$ cat src/rtl/rtc_write_sequencer_pkg.sv
// Shared constants and types for the RTC register write sequencer:
// register address map, commit command bytes, FSM and group encodings.
package rtc_write_sequencer_pkg;

    localparam int unsigned DATA_W = 8;
    localparam int unsigned IDX_W  = 2;
    localparam int unsigned NGRP   = 3;

    // Time group registers
    localparam logic [DATA_W-1:0] ADDR_SEC   = 8'h21;
    localparam logic [DATA_W-1:0] ADDR_MIN   = 8'h22;
    localparam logic [DATA_W-1:0] ADDR_HOUR  = 8'h23;
    // Date group registers
    localparam logic [DATA_W-1:0] ADDR_DAY   = 8'h24;
    localparam logic [DATA_W-1:0] ADDR_MONTH = 8'h25;
    localparam logic [DATA_W-1:0] ADDR_YEAR  = 8'h26;
    // Timer group registers
    localparam logic [DATA_W-1:0] ADDR_TSEC  = 8'h41;
    localparam logic [DATA_W-1:0] ADDR_TMIN  = 8'h42;
    localparam logic [DATA_W-1:0] ADDR_THOUR = 8'h43;
    // Command register and commit bytes
    localparam logic [DATA_W-1:0] ADDR_CMD       = 8'hF0;
    localparam logic [DATA_W-1:0] CMD_XFER_TIME  = 8'hF1;
    localparam logic [DATA_W-1:0] CMD_XFER_TIMER = 8'hF2;

    typedef struct packed {
        logic [DATA_W-1:0] addr;
        logic [DATA_W-1:0] data;
    } bus_wr_t;

    typedef enum logic [2:0] {
        ST_IDLE   = 3'd0,
        ST_LOAD   = 3'd1,
        ST_ISSUE  = 3'd2,
        ST_WAIT   = 3'd3,
        ST_NEXT   = 3'd4,
        ST_COMMIT = 3'd5,
        ST_CWAIT  = 3'd6
    } state_t;

    typedef enum logic [1:0] {
        GRP_TIME  = 2'd0,
        GRP_DATE  = 2'd1,
        GRP_TIMER = 2'd2
    } group_t;

    // Register address of element idx (0..2) within a group
    function automatic logic [DATA_W-1:0] reg_addr(input group_t grp, input logic [IDX_W-1:0] idx);
        logic [DATA_W-1:0] addr;
        addr = ADDR_SEC;
        case (grp)
            GRP_DATE: begin
                case (idx)
                    2'd0:    addr = ADDR_DAY;
                    2'd1:    addr = ADDR_MONTH;
                    default: addr = ADDR_YEAR;
                endcase
            end
            GRP_TIMER: begin
                case (idx)
                    2'd0:    addr = ADDR_TSEC;
                    2'd1:    addr = ADDR_TMIN;
                    default: addr = ADDR_THOUR;
                endcase
            end
            default: begin
                case (idx)
                    2'd0:    addr = ADDR_SEC;
                    2'd1:    addr = ADDR_MIN;
                    default: addr = ADDR_HOUR;
                endcase
            end
        endcase
        return addr;
    endfunction

endpackage

$ cat src/rtl/rtc_wr_timeout.sv
// Wait-state watchdog: counts enabled cycles since the last clear and
// raises expired once TIMEOUT cycles have elapsed.
module rtc_wr_timeout
    import rtc_write_sequencer_pkg::*;
#(
    parameter int unsigned TIMEOUT = 255
) (
    input  logic clk,
    input  logic reset,
    input  logic clear,
    input  logic enable,
    output logic expired
);

    localparam int unsigned CW = (TIMEOUT < 2) ? 1 : $clog2(TIMEOUT + 1);

    logic [CW-1:0] count;

    // Saturates at TIMEOUT; expired is registered alongside the count
    always_ff @(posedge clk) begin
        if (reset || clear) begin
            count   <= '0;
            expired <= 1'b0;
        end else if (enable && !expired) begin
            count   <= count + CW'(1);
            expired <= ((count + CW'(1)) == CW'(TIMEOUT));
        end
    end

endmodule

$ cat src/rtl/rtc_write_sequencer.sv
// Serialises time/date/timer group updates into single-register bus writes,
// each group followed by a commit write to the RTC command register.
module rtc_write_sequencer
    import rtc_write_sequencer_pkg::*;
#(
    parameter logic [7:0]  CMD_ADDR   = ADDR_CMD,
    parameter logic [7:0]  XFER_TIME  = CMD_XFER_TIME,
    parameter logic [7:0]  XFER_TIMER = CMD_XFER_TIMER,
    parameter int unsigned TIMEOUT    = 255
) (
    input  logic       clk,
    input  logic       reset,
    input  logic       req_time,
    input  logic       req_date,
    input  logic       req_timer,
    input  logic [7:0] sec_in,
    input  logic [7:0] min_in,
    input  logic [7:0] hour_in,
    input  logic [7:0] day_in,
    input  logic [7:0] month_in,
    input  logic [7:0] year_in,
    input  logic [7:0] tsec_in,
    input  logic [7:0] tmin_in,
    input  logic [7:0] thour_in,
    input  logic       bus_done,
    output logic       bus_start,
    output logic [7:0] bus_addr,
    output logic [7:0] bus_data,
    output logic       busy,
    output logic       group_done,
    output logic       error
);

    state_t              state, state_n;
    group_t              grp, grp_n;
    logic [NGRP-1:0]     pending, pending_n, clr_mask;
    logic [IDX_W-1:0]    idx, idx_n;
    logic [DATA_W-1:0]   snap0, snap1, snap2;
    logic [DATA_W-1:0]   live0, live1, live2;
    bus_wr_t             wr_q, wr_n;
    logic                start_n, gdone_n, err_n, busy_n;
    logic                tmo_clear, tmo_en, tmo_expired;

    function automatic logic [DATA_W-1:0] pick(input logic [IDX_W-1:0] i,
                                               input logic [DATA_W-1:0] a,
                                               input logic [DATA_W-1:0] b,
                                               input logic [DATA_W-1:0] c);
        logic [DATA_W-1:0] v;
        case (i)
            2'd0:    v = a;
            2'd1:    v = b;
            default: v = c;
        endcase
        return v;
    endfunction

    // Live input values of the group being loaded
    always_comb begin
        live0 = sec_in;
        live1 = min_in;
        live2 = hour_in;
        case (grp)
            GRP_DATE: begin
                live0 = day_in;
                live1 = month_in;
                live2 = year_in;
            end
            GRP_TIMER: begin
                live0 = tsec_in;
                live1 = tmin_in;
                live2 = thour_in;
            end
            default: begin
                live0 = sec_in;
                live1 = min_in;
                live2 = hour_in;
            end
        endcase
    end

    assign tmo_en    = (state == ST_WAIT) || (state == ST_CWAIT);
    assign tmo_clear = !tmo_en;

    rtc_wr_timeout #(
        .TIMEOUT (TIMEOUT)
    ) u_timeout (
        .clk     (clk),
        .reset   (reset),
        .clear   (tmo_clear),
        .enable  (tmo_en),
        .expired (tmo_expired)
    );

    // Next-state and registered-output values
    always_comb begin
        state_n  = state;
        grp_n    = grp;
        idx_n    = idx;
        wr_n     = wr_q;
        clr_mask = '0;
        start_n  = 1'b0;
        gdone_n  = 1'b0;
        err_n    = 1'b0;

        case (state)
            ST_IDLE: begin
                if (pending != '0) begin
                    state_n = ST_LOAD;
                    idx_n   = '0;
                    if (pending[0]) begin
                        grp_n    = GRP_TIME;
                        clr_mask = 3'b001;
                    end else if (pending[1]) begin
                        grp_n    = GRP_DATE;
                        clr_mask = 3'b010;
                    end else begin
                        grp_n    = GRP_TIMER;
                        clr_mask = 3'b100;
                    end
                end
            end
            ST_LOAD: begin
                // Snapshot lands this edge, so the first write takes the live value
                state_n = ST_ISSUE;
                start_n = 1'b1;
                wr_n    = '{addr: reg_addr(grp, idx), data: live0};
            end
            ST_ISSUE: begin
                state_n = ST_WAIT;
            end
            ST_WAIT: begin
                if (bus_done) begin
                    state_n = ST_NEXT;
                end else if (tmo_expired) begin
                    state_n = ST_IDLE;
                    err_n   = 1'b1;
                end
            end
            ST_NEXT: begin
                start_n = 1'b1;
                if (idx < IDX_W'(2)) begin
                    state_n = ST_ISSUE;
                    idx_n   = idx + IDX_W'(1);
                    wr_n    = '{addr: reg_addr(grp, idx_n), data: pick(idx_n, snap0, snap1, snap2)};
                end else begin
                    state_n = ST_COMMIT;
                    wr_n    = '{addr: CMD_ADDR, data: (grp == GRP_TIMER) ? XFER_TIMER : XFER_TIME};
                end
            end
            ST_COMMIT: begin
                state_n = ST_CWAIT;
            end
            ST_CWAIT: begin
                if (bus_done) begin
                    state_n = ST_IDLE;
                    gdone_n = 1'b1;
                end else if (tmo_expired) begin
                    state_n = ST_IDLE;
                    err_n   = 1'b1;
                end
            end
            default: begin
                state_n = ST_IDLE;
            end
        endcase

        // A new request for the group being served re-arms it rather than being lost
        pending_n = (pending & ~clr_mask) | {req_timer, req_date, req_time};
        busy_n    = (state_n != ST_IDLE) || (pending_n != '0);
    end

    always_ff @(posedge clk) begin
        if (reset) begin
            state      <= ST_IDLE;
            grp        <= GRP_TIME;
            pending    <= '0;
            idx        <= '0;
            wr_q       <= '0;
            bus_start  <= 1'b0;
            group_done <= 1'b0;
            error      <= 1'b0;
            busy       <= 1'b0;
        end else begin
            state      <= state_n;
            grp        <= grp_n;
            pending    <= pending_n;
            idx        <= idx_n;
            wr_q       <= wr_n;
            bus_start  <= start_n;
            group_done <= gdone_n;
            error      <= err_n;
            busy       <= busy_n;
        end
    end

    // Group data is frozen in LOAD so later input changes cannot leak in
    always_ff @(posedge clk) begin
        if (reset) begin
            snap0 <= '0;
            snap1 <= '0;
            snap2 <= '0;
        end else if (state == ST_LOAD) begin
            snap0 <= live0;
            snap1 <= live1;
            snap2 <= live2;
        end
    end

    assign bus_addr = wr_q.addr;
    assign bus_data = wr_q.data;

endmodule

$ cat config.mk
export PLATFORM = sky130hd
export DESIGN_NAME = rtc_write_sequencer
export DESIGN_NICKNAME = d
export VERILOG_FILES = /design/src/rtl/rtc_write_sequencer_pkg.sv /design/src/rtl/rtc_wr_timeout.sv /design/src/rtl/rtc_write_sequencer.sv
export SDC_FILE = /design/constraint.sdc
export NUM_CORES = 1
export LEC_CHECK = 0
export CAP_MARGIN = 10
export CORE_MARGIN = 1.5
export CORE_UTILIZATION = 30
export DETAILED_ROUTE_END_ITERATION = 16
export GPL_TIMING_DRIVEN = 0
export PLACE_DENSITY = 0.66
export SLEW_MARGIN = 15
export SYNTH_ARGS = -nofsm -noshare
export SYNTH_HDL_FRONTEND = slang
export SYNTH_SLANG_ARGS = --single-unit
$ cat constraint.sdc
create_clock -name clk -period 2.1 [get_ports clk]
set_clock_uncertainty 0.05 [all_clocks]
set_input_delay 0.525 -clock clk [delete_from_list [all_inputs] [get_ports clk]]
set_output_delay 0.525 -clock clk [all_outputs]
set_load 0.005 [all_outputs]
==> reports/metrics.csv <==
stage,metric,value,unit
worst_setup_path,CP Data Arrival Time,2.12,ns
sta,Tcrit/Tclk final,0.9339,
power_and_ir_drop,pwr dens,707.6,mW/mm2
power_and_ir_drop,Leak,1.639,nW
global_route,M2 GR Usage,0.3069,
routing,routed len/inst,14.68,um
cts,clk buf depth,2,
worst_setup_path,WS Path Type,reg2reg,
placed_design,Setup WS pre-CTS,-0.4968,ns
worst_setup_path,Buf/Inv on CP,1,
yosys,"EDFF count, synth",0,
sta,Final Hold Vio Count,0,
sta,Final Critical Period,1.961,ns
yosys,synthesis-stage register bit count,61,
power_and_ir_drop,worst vdd ir,0.3157,mV
sta,WHS,0.4053,ns
floorplan,Initial Util,0.3102,
global_route,vias in the first global route,3292,
power_and_ir_drop,sw power,1.024,mW
routing,initial drt markers,183,
yosys,leading area contributor after synthesis,dfxtp_1,
cts,TritonCTS Buffers,9,
cts,H-tree depth,3,
yosys,sequential share of the synthesized area,0.3796,
yosys,largest cells by area after synthesis,"dfxtp_1 (38%), nand2_1 (10%), a22oi_1 (6.8%)",
finish,Layout Nets,614,
placed_design,post-DP HPWL,7.384,mm
global_route,All-Layer GR Usage,0.1725,
yosys,commonest register cell after synthesis,dfxtp_1,
finish,Post-Layout Cell Count,667,
power_and_ir_drop,switching portion of total power,0.3176,
worst_setup_path,delay of the slowest cell on the worst path,0.60,ns
outcome,status,"complete, no violations",
worst_setup_path,Crit. End Element,flip-flop,
power_and_ir_drop,Combinational Power Share,0.260,
finish,share of cells above drive strength 1,0.07721,
floorplan,io pins,98,
worst_setup_path,Max Fanout on Critical Path,10,
global_route,M3 GR Usage,0.03495,
power_and_ir_drop,Total Power,3.223,mW
global_route,wire length of the first global-routing pass,15.65,mm
placed_design,GPL Wtd Cong,0.8226,
routing,Pre-antenna DRT Iters,5,
routing,# DRC,0,
finish,Layout area overhead,41.62,%
worst_setup_path,"setup slack, reg-to-reg",0.14,ns
sta,RSZ-0062 raised after global routing,no,
floorplan,Chip Width,106.6,um
global_route,GR Overflow Total,0,
global_route,pin count of the biggest net entering global routing,13,
cts,CTS sink cnt,61,
yosys,share of the synthesized area in the top cell type,0.3796,
sta,final worst setup slack,0.1388,ns
worst_setup_path,Stages on worst setup path,5,
power_and_ir_drop,P_int,2.200,mW
worst_setup_path,Reg2Reg Depth,5,
yosys,Cell variety after synth,50,
worst_setup_path,Crit-path slowest cell,nor3b_2,
power_and_ir_drop,Clock Power Share,0.331,
cts,CTS root buffer,clkbuf_8,
finish,ANT cells,0,
worst_setup_path,CP required,2.26,ns
routing,vias,3415,
hold_path,HP Class,in2reg,
sta,Worst Tran Pin Value,0.6827,ns
cts,CTS tree,yes,
global_route,busiest grt layer,met2,
worst_setup_path,cell family with most CP delay,simple AND/OR/NAND/NOR gates,
floorplan,Die ar.,0.01135,mm2
finish,Fill cells,1070,
floorplan,die extent in y,106.6,um
sta,Max Transition Viols Final,0,
routing,WL final,9.794,mm
yosys,Synth Cell Area,0.003217,mm2
yosys,Syn Nets,509,
yosys,Synth Warn #,0,
cts,clock latency on the worst-skew pair,0.34,ns
routing,vias per std cell,5.120,
placed_design,IO buf count,95,
worst_setup_path,Worst setup SP type,flip-flop,
routing,ANT nets after route,0,
hold_path,Hold Crit Depth,2,
yosys,Post-synth ARST share,0,
global_route,M1 GR Usage,0.2089,
cts,Clock Pin Slew Worst Setup and Hold Paths,0.08,ns
placed_design,# placed instances,652,
worst_setup_path,crit-path cells,buf_2 -> nor3b_2 -> nor2_1 -> a22oi_1 -> a21oi_1,
sta,Slew HR,0.5429,
global_route,initial antenna violation count,0,
sta,setup TNS,0,ns
sta,highest clock rate,509.9,MHz
floorplan,core area,0.01037,mm2
run,# Max-Cap Violations,0,
floorplan,# rows,37,
power_and_ir_drop,sequential share of power,0.409,
yosys,Mapped Cells,421,
yosys,Mean Syn Cell Area,7.641,um2
sta,Finish-stage setup viols,0,
cts,hold buffer count at CTS,0,
==> cell usage after synthesis, drive strengths merged, types with 4 or more instances <==
cell type / instances
nand2b: 5
a21oi: 43
a221o: 4
a22oi: 29
nor2: 24
nor3: 10
a221oi: 6
a211oi: 6
xnor2: 4
o21ai: 33
ha: 10
dfxtp: 61
o21a: 5
inv: 10
nand2: 88
clkbuf: 22
buf: 14
a31oi: 6
==> kinds of logic (layout without fill, tap and decap cells) <==
kind of cell,after synthesis,count (layout),share of synthesized area
AOI/OAI and AO/OA,151,151,0.2999
and+or+nand+nor,146,146,0.2046
DFF,61,61,0.3796
buffers and inverters,46,156,0.05951
adders and majority gates,10,10,0.03890
xor gates and xnor gates,6,6,0.01634
other,1,1,0.001166
==> flip-flops by register name (all words and copies together), names as in the netlist, 2 cells and up <==
register and count:
bus_addr 6, bus_data 8, grp 2, idx 2, pending 3, snap0 8
snap1 8, snap2 8, state 3, u_timeout.count 8
==> power groups by stage <==
stage,combinational [mW],clock [mW],sequential [mW]
after global routing,0.929,1.13,1.33
after floorplan,0.478,0,1.33
after CTS,0.840,1.08,1.32
after global placement,0.825,0,1.34
final,0.839,1.07,1.32
after detailed placement,0.836,0,1.34
==> metrics by stage <==
step                        util  cell area, um2
after floorplan                -            3217
after global placement    0.4183            4338
after detailed placement  0.4183            4338
after CTS                 0.4394            4557
after global routing      0.4393            4556
final                     0.4393            4556
==> path summary, 6_finish.rpt <==
path,startpoint,end
setup / recovery,state[0],bus_data[3]
hold / removal,reset,group_done
setup reg to reg,state[0],bus_data[3]
hold reg to reg,bus_addr[2],bus_addr[2]
==> area by class of cell <==
| class | instances | area [um2] | share of cell area |
|---|---|---|---|
| well taps | 136 | 170.2 | 0.03735 |
| clock inverters | 7 | 75.07 | 0.01648 |
| repair buffers | 96 | 958.4 | 0.2104 |
| inverters | 10 | 41.29 | 0.009063 |
| multi-input cells | 314 | 1804 | 0.3960 |
| flip-flops and latches | 61 | 1225 | 0.2689 |
| clock buffers | 9 | 123.9 | 0.02719 |
| plain buffers | 34 | 157.7 | 0.03461 |
==> routing by layer <==
layer  up-vias  share of wire
li1       1714              -
met1      1560           0.45
met2       130           0.48
met3        11          0.060
met4         0          0.010
met5         -              0
==> cells in the final DEF (no fill, tap or decap), drive strengths merged, types with 10 or more instances in the layout <==
cell	count
a21oi	43
nor3	10
clkdlybuf4s50	95
dfxtp	61
o21ai	33
inv	10
clkbuf	30
buf	14
ha	10
a22oi	29
nand2	88
nor2	24
==> repair_timing <==
action	in CTS	in global routing
cloned	0	0
resized for setup	7	8
buffers inserted	1	0
hold endpoints to repair	0	0
endpoints found under the setup margin	22	19
(Power assumes the default switching activity.)
